<file path="src/rtl/boid_pkg.sv">
// rtl/boid_pkg.sv - shared constants and state encoding for the boid display pipeline
// Contents: video geometry, boid count/select width, display address width,
// skip counter width and the frame scheduler state type.
package boid_pkg;

    localparam int VIDEO_WIDTH  = 640;
    localparam int VIDEO_HEIGHT = 480;
    localparam int PIXEL_COUNT  = VIDEO_WIDTH * VIDEO_HEIGHT;
    localparam int MAX_BOIDS    = 4;
    localparam int BOID_BITS    = $clog2(MAX_BOIDS);
    localparam int ADDR_WIDTH   = 19;
    localparam int SKIP_WIDTH   = 8;

    typedef enum logic [2:0] {
        ST_IDLE  = 3'd0,
        ST_CLEAR = 3'd1,
        ST_SEL   = 3'd2,
        ST_WRITE = 3'd3,
        ST_DONE  = 3'd4
    } sched_state_t;

endpackage

</file>
<file path="src/rtl/sat_counter.sv">
// rtl/sat_counter.sv - saturating up-counter
// Ports:
//   clock    in   system clock
//   reset_n  in   asynchronous active-low reset, clears the count
//   inc      in   increment request; ignored once the count is all ones
//   count    out  current registered count
module sat_counter #(
    parameter int WIDTH = 8
) (
    input  logic             clock,
    input  logic             reset_n,
    input  logic             inc,
    output logic [WIDTH-1:0] count
);

    logic [WIDTH-1:0] count_q;
    logic [WIDTH-1:0] count_d;

    always_comb begin
        count_d = count_q;
        if (inc && (count_q != {WIDTH{1'b1}})) begin
            count_d = count_q + 1'b1;
        end
    end

    always_ff @(posedge clock or negedge reset_n) begin
        if (!reset_n) begin
            count_q <= '0;
        end else begin
            count_q <= count_d;
        end
    end

    assign count = count_q;

endmodule

</file>
<file path="src/rtl/boid_frame_scheduler.sv">
// rtl/boid_frame_scheduler.sv - per-frame bank swap, back-bank clear and boid scan sequencer
// Ports:
//   clock       in   system clock
//   reset_n     in   asynchronous active-low reset
//   frame_end   in   one-cycle pulse at end of visible frame
//   boid_addr   in   pixel address of the boid currently selected by boid_sel
//   clear_done  in   one-cycle ack: back bank fully cleared
//   boid_sel    out  BPU output mux select
//   clear_req   out  back-bank clear request, held until clear_done
//   disp_we     out  back-bank write enable (write data is constant 1)
//   disp_addr   out  registered back-bank write address
//   front_bank  out  bank read by the VGA side; back bank is ~front_bank
//   busy        out  high from frame accept until DONE
//   overrun     out  sticky: frame_end seen while busy
//   skip_cnt    out  saturating count of off-screen boids skipped
module boid_frame_scheduler
    import boid_pkg::*;
(
    input  logic                  clock,
    input  logic                  reset_n,
    input  logic                  frame_end,
    input  logic [ADDR_WIDTH-1:0] boid_addr,
    input  logic                  clear_done,
    output logic [BOID_BITS-1:0]  boid_sel,
    output logic                  clear_req,
    output logic                  disp_we,
    output logic [ADDR_WIDTH-1:0] disp_addr,
    output logic                  front_bank,
    output logic                  busy,
    output logic                  overrun,
    output logic [SKIP_WIDTH-1:0] skip_cnt
);

    localparam logic [ADDR_WIDTH-1:0] PIX_LIMIT = ADDR_WIDTH'(PIXEL_COUNT);
    localparam logic [BOID_BITS-1:0]  LAST_SEL  = BOID_BITS'(MAX_BOIDS - 1);

    sched_state_t          state_q, state_d;
    logic [BOID_BITS-1:0]  boid_sel_q, boid_sel_d;
    logic                  clear_req_q, clear_req_d;
    logic                  disp_we_q, disp_we_d;
    logic [ADDR_WIDTH-1:0] disp_addr_q, disp_addr_d;
    logic                  front_bank_q, front_bank_d;
    logic                  busy_q, busy_d;
    logic                  overrun_q, overrun_d;
    logic                  pending_q, pending_d;
    logic                  skip_inc;

    always_comb begin
        state_d      = state_q;
        boid_sel_d   = boid_sel_q;
        clear_req_d  = clear_req_q;
        disp_we_d    = 1'b0;
        disp_addr_d  = disp_addr_q;
        front_bank_d = front_bank_q;
        busy_d       = busy_q;
        overrun_d    = overrun_q;
        pending_d    = pending_q;
        skip_inc     = 1'b0;

        // Any frame_end outside IDLE (DONE included) is parked as a single
        // pending frame; extra pulses collapse into the same flag.
        if (frame_end && (state_q != ST_IDLE)) begin
            overrun_d = 1'b1;
            pending_d = 1'b1;
        end

        case (state_q)
            ST_IDLE: begin
                if (frame_end || pending_q) begin
                    state_d      = ST_CLEAR;
                    front_bank_d = ~front_bank_q;
                    busy_d       = 1'b1;
                    clear_req_d  = 1'b1;
                    pending_d    = 1'b0;
                end
            end
            ST_CLEAR: begin
                if (clear_done) begin
                    clear_req_d = 1'b0;
                    boid_sel_d  = '0;
                    state_d     = ST_SEL;
                end
            end
            ST_SEL: begin
                // Settle cycle so boid_addr reflects the new boid_sel.
                state_d = ST_WRITE;
            end
            ST_WRITE: begin
                if (boid_addr < PIX_LIMIT) begin
                    disp_we_d   = 1'b1;
                    disp_addr_d = boid_addr;
                end else begin
                    skip_inc = 1'b1;
                end
                if (boid_sel_q == LAST_SEL) begin
                    state_d = ST_DONE;
                end else begin
                    boid_sel_d = boid_sel_q + 1'b1;
                    state_d    = ST_SEL;
                end
            end
            ST_DONE: begin
                busy_d     = 1'b0;
                boid_sel_d = '0;
                state_d    = ST_IDLE;
            end
            default: begin
                state_d = ST_IDLE;
            end
        endcase
    end

    always_ff @(posedge clock or negedge reset_n) begin
        if (!reset_n) begin
            state_q      <= ST_IDLE;
            boid_sel_q   <= '0;
            clear_req_q  <= 1'b0;
            disp_we_q    <= 1'b0;
            disp_addr_q  <= '0;
            front_bank_q <= 1'b0;
            busy_q       <= 1'b0;
            overrun_q    <= 1'b0;
            pending_q    <= 1'b0;
        end else begin
            state_q      <= state_d;
            boid_sel_q   <= boid_sel_d;
            clear_req_q  <= clear_req_d;
            disp_we_q    <= disp_we_d;
            disp_addr_q  <= disp_addr_d;
            front_bank_q <= front_bank_d;
            busy_q       <= busy_d;
            overrun_q    <= overrun_d;
            pending_q    <= pending_d;
        end
    end

    sat_counter #(
        .WIDTH (SKIP_WIDTH)
    ) u_skip_cnt (
        .clock   (clock),
        .reset_n (reset_n),
        .inc     (skip_inc),
        .count   (skip_cnt)
    );

    assign boid_sel   = boid_sel_q;
    assign clear_req  = clear_req_q;
    assign disp_we    = disp_we_q;
    assign disp_addr  = disp_addr_q;
    assign front_bank = front_bank_q;
    assign busy       = busy_q;
    assign overrun    = overrun_q;

endmodule
</file>
<file path="config.mk">
export PLATFORM = sky130hd
export DESIGN_NAME = boid_frame_scheduler
export DESIGN_NICKNAME = d
export VERILOG_FILES = /design/src/rtl/boid_pkg.sv /design/src/rtl/sat_counter.sv /design/src/rtl/boid_frame_scheduler.sv
export SDC_FILE = /design/constraint.sdc
export NUM_CORES = 1
export LEC_CHECK = 0
export CAP_MARGIN = 10
export CORE_MARGIN = 5
export CORE_UTILIZATION = 25
export DETAILED_ROUTE_END_ITERATION = 10
export PLACE_DENSITY = 0.47
export SLEW_MARGIN = 20
export SYNTH_ARGS = -nofsm -noshare
export SYNTH_HDL_FRONTEND = slang
export SYNTH_HIERARCHICAL = 1
export SYNTH_SLANG_ARGS = --single-unit
</file>
<file path="constraint.sdc">
create_clock -name clock -period 2.73 [get_ports clock]
set_input_delay 0.546 -clock clock [delete_from_list [all_inputs] [get_ports clock]]
set_output_delay 0.546 -clock clock [all_outputs]
set_load 0.03 [all_outputs]
</file>
[Word-level counts from Yosys, hierarchy flattened]
Cells that the tools add are included.
Word-level totals
  word-level logic and storage cells: 55
  flip-flop bits (word level): 38
  input port bits: 23
  output and inout bits: 34
Cells by class
  reductions and logical operators: 14
  bitwise gates (word level): 1
  add/subtract/negate cells: 2
  equality and inequality tests: 9
  mux-type cells: 18
  $lt $le $gt $ge: 1
Operator list (count)
  19-bit less-than comparator, second input constant: 1
  3-bit case mux with 4 select lines: 1
  1-bit two-way mux: 9
  3-bit two-way mux: 3
  8-bit by 1-bit adder with 8-bit output, second input constant: 1
  8-bit != test, second input constant: 1
  2-bit AND reduction: 4
  3-bit by 2-bit equality test with 1-bit output, second input constant: 2
  2-bit != test, second input constant: 3
  2-bit case mux with 3 select lines: 1
  3-bit AND reduction: 2
  3-bit nonzero test: 2
  2-bit two-way mux: 2
  1-bit case mux with 2 select lines: 2
  2-bit nonzero test: 2
  3-bit by 1-bit equality test with 1-bit output, second input constant: 1
  3-bit equality test, second input constant: 1
  3-bit logical NOT: 1
  2-bit by 1-bit adder with 2-bit output, second input constant: 1
  2-bit equality test, second input constant: 1
  1-bit logical AND: 2
  1-bit logical OR: 1
  1-bit NOT: 1

[Longest topological paths before layout]
  depth after elaboration: 5
  depth in mapped cells: 7
  depth with buffers taken out: 6

[Modules after synthesis]
Netlist, hierarchy kept.
By module, submodules not included
  boid_frame_scheduler: area an instance 1305.0 µm², seq. area each 750.7 µm², times used 1, cells an instance 95
  sat_counter: area an instance 407.9 µm², seq. area each 200.2 µm², times used 1, cells an instance 34

[Least setup slack after synthesis]
OpenSTA, ideal clock, no wires.
  path type: input port to flip-flop
  from: input boid_addr[12]
  to: register u_skip_cnt.count_q[5], in the netlist u_skip_cnt/count[5]
  path slack: 0.870 ns
  data required time: 2.605 ns
  arrival time: 1.735 ns
  stages: 6
  setup time: 0.125 ns
  buffers on the path: 0
  cells stage by stage: a21oi_1 -> o21ai_0 -> and3_1 -> and4_4 -> nand3_2 -> mux2_4
Between the ends
  longest elaborated chain between the ends: 4
RTL lines
  start, declared: line boid_frame_scheduler.sv:22  | input logic [ADDR_WIDTH-1:0] boid_addr,
  19-bit less-than comparator: line boid_frame_scheduler.sv:89  | if (boid_addr < PIX_LIMIT) begin
  1-bit two-way mux: line boid_frame_scheduler.sv:89
  1-bit two-way mux: line boid_frame_scheduler.sv:67  | case (state_q)
  named net skip_inc: line boid_frame_scheduler.sv:46  | logic skip_inc;
  1-bit logical AND: line sat_counter.sv:21  | if (inc && (count_q != {WIDTH{1'b1}})) begin
  end signal, assigned: line sat_counter.sv:30  | count_q <= count_d;
  end, declared: line sat_counter.sv:16  | logic [WIDTH-1:0] count_q;
The timed path passes the listed nets, and every way through them passes these cells.
A chain may end at the register's enable or synchronous reset.

[Final worst setup path]
Ends and elaborated chain as after synthesis.

==> key figures <==
Yosys
  • Number of enable-type register cells in the synthesized netlist: 0
  • Synthesized area per cell: 13.3 um2
  • Number of warnings issued by yosys: 6
  • Synth Net Count: 154
  • Combined area of all synthesized cells: 1710 um2
  • Synthesized netlist cell count: 129
  • Main flop type after synthesis: dfrtp_1
  • Async set-or-reset flop fraction in the synthesized netlist: 1.00
  • Distinct cell type count after synthesis: 41
  • Proportion of synthesized chip area in sequential cells: 0.555
  • Flip-flop and latch count after synthesis: 38

Timing
  • Achievable frequency: 0.453 GHz
  • Clock period minus worst slack: ~2.2 ns
  • Transition at the pin with the smallest max-transition slack: roughly 0.86 ns
  • Post-route fraction of the period consumed by the critical path: 0.809
  • Setup TNS: 0 ns
  • Unrepaired setup endpoints after global routing: no
  • Worst max-slew margin expressed relative to the limit: 0.426
  • Total setup violations reported at the end of the flow: 0
  • Number of max-slew violations in the final report: 0
  • Number of endpoints with negative hold slack in the final report: 0
  • Final Skew: slightly above 0.008 ns

Final layout
  • Final standard cell area without fillers: 2420 um2
  • Antenna diode count: 0
  • Synthesis-to-finish area growth: 41.1%
  • Layout filler cell count: 646
  • Fraction of layout cells with a size suffix above 1: 0.200
  • Number of nets in the final layout: 214

Power
  • Power share of the sequential group: 0.347
  • Total leakage power: 0.00103 uW
  • Overall Power: 2860 uW
  • Maximum vdd drop: 0.480 mV
  • Net switching share of the total power: 0.404
  • Power density of the placed cells: 1180 nW/um2
  • Power spent charging and discharging nets: 1160 uW
  • Combinational group share of total power: 0.521
  • Internal Dissipation: about 1700 uW
  • Clock network fraction of design power: 0.132

Setup path
  • Worst R2R Path Depth: 5
  • Type of destination of the critical path: register
  • Crit path DAT: approximately 2.4 ns
  • Critical path class: in2reg
  • Cells traversed along the worst timing path: clkdlybuf4s50_1, a21oi_1, o21ai_0, and3_1, and4_4, nand3_2, mux2_4
  • Cell family with most CP delay: simple AND/OR/NAND/NOR gates
  • Req. time, crit path: 2.90 ns
  • Maximum net fanout on the critical path: 5
  • Largest stage delay on the critical path: approximately 0.48 ns
  • Critical path buffer and inverter count: 1
  • Critical Path Start Type: input pin
  • CP Depth: 7
  • Slowest cell on the critical path: clkdlybuf4s50_1

CTS
  • H-tree levels: 2
  • Total setup buffers inserted after CTS: 0
  • CTS tree: done
  • Clock input transition at the sequential cells of the worst setup and hold paths: 0.08 ns
  • Clock Tree Buf Depth: 2
  • Post-cts repair resize count: 0
  • Clock insertion delay at the later pin of the skew report: 0.29 ns
  • CTS sink count: 38
  • CTS Buf Count: 5
  • Clock Root Buffer: clkbuf_8
  • CTS Hold Bufs: 0

Worst hold path
  • Class of the most critical hold timing path: in2async

Global routing
  • Antenna violations before repair: 0
  • Congestion Overflow GR: 0
  • Global-route wire length before repair: 6510 um
  • Largest net degree at the start of global routing: 39
  • Global routing usage summed across all routing layers: 0.0971
  • Vias in the first global route: 1264

Floorplanning
  • Width of the chip: around 90 um
  • Placeable Area: 6720 um2
  • Height of the die: 92.8 um
  • Starting Density: 0.255
  • IO Pins: 57
  • Die area: 8610 um2
  • Number of rows in the core area: 30

Run
  • Max-cap check violation count: 0

Place
  • Last weighted congestion value of the routability-driven placer: 0.778
  • Number of I/O port buffers: 56
  • Cell Area, Placed: ~2300 um2
  • Post-detail-place hpwl: 2920 um

Detailed routing
  • Detailed Route WL: 3930 um
  • Average wire length per cell after detail routing: 14.5 um
  • DRC marker count from the first detailed-route iteration: 24
  • Detailed Routing Iterations Pass 1: 4
  • Post-DR vias/cell: ~4.4
  • Number of design rule violations left after detail routing: 0
  • Via total after detailed routing: 1197
  • Post-DRT Antenna Nets: 0

Run status
  • Result of the run: completed
final cells by class:
cell class | count | area, um2 | area share
multi-input combinational | 82 | 698 | 0.289
tap | 80 | 100 | 0.0414
sequential | 38 | 951 | 0.393
clock buffer | 6 | 72.6 | 0.0300
clock inverter | 2 | 13.8 | 0.00569
timing repair buffer | 57 | 563 | 0.233
inverter | 5 | 18.8 | 0.00776
cell families (layout without fill, tap and decap cells):
family,count (synthesis),after routing,synth area share
buffers and inverters,9,70,0.0373
xor gates and xnor gates,3,3,0.0153
and+or+nand+nor,27,27,0.0899
muxes,22,22,0.166
DFF,38,38,0.555
adders and majority gates,2,2,0.0146
AOI/OAI and AO/OA,28,28,0.122
worst paths after layout:
path	startpoint	end	slack (ns)
worst max-delay path	boid_addr[12]	u_skip_cnt/count[5]	0.52
worst min-delay path	reset_n	disp_addr[5]	0.37
min in group clock	front_bank	front_bank	0.47
max in group asynchronous	reset_n	u_skip_cnt/count[3]	1.82
worst min register to register	front_bank	front_bank	0.47
worst max register to register	state_q[1]	u_skip_cnt/count[5]	0.75
registers in the layout, summed over array words and instances, names as in the netlist:
register          flops
boid_sel              2
pending_q             1
state_q               3
overrun               1
front_bank            1
disp_we               1
disp_addr            19
u_skip_cnt/count      8
clear_req             1
busy                  1
Yosys cell counts, types with 4 or more instances:
cell | count | share of area
nor2_1 | 7 | 0.015
a21oi_1 | 10 | 0.029
nand2_1 | 4 | 0.0088
dfrtp_1 | 38 | 0.56
inv_1 | 5 | 0.011
mux2_4 | 10 | 0.088
mux2_2 | 10 | 0.066
layout by cell type (no fill, tap or decap), drive strengths merged, types with 2 or more instances in the layout:
cell,n
ha,2
mux2,21
and2,2
a31oi,2
inv,5
or2,2
nand3,3
o21bai,2
o211ai,2
clkbuf,6
nor2,7
dfrtp,38
clkdlybuf4s50,55
a311oi,2
clkinv,2
a41oi,2
buf,2
and3,2
xor2,2
a21oi,10
o21ai,3
nor3,2
nand2,4
power by group through the flow:
stage	clock network, uW	logic (uW)	registers (uW)
2_1_floorplan	0	580	1380
3_3_place_gp	0	1490	992
3_5_place_dp	0	1510	1000
4_1_cts	404	1520	997
5_1_grt	421	1580	1030
6_report	379	1490	993
stage by stage:
step	setup slack, ns	utilization	instances	hold WS (ns)
finish	0.521	0.360	270	0.369
global route	0.408	0.360	270	0.460
CTS	0.523	0.360	270	0.400
detailed placement	0.222	0.347	262	0.461
global placement	0.268	0.347	262	0.461
floorplan	0.870	-	129	0.250
per-layer routing:
metal | vias up | part of all wire | global-route usage
met2 | 25 | 0.50 | 0.156
met3 | 5 | 0.044 | 0.0260
met1 | 586 | 0.45 | 0.123
li1 | 581 | - | -
met4 | 0 | 0.013 | 0.0403
met5 | - | 0 | 0
Note: power is estimated with default switching activity, not from simulation.
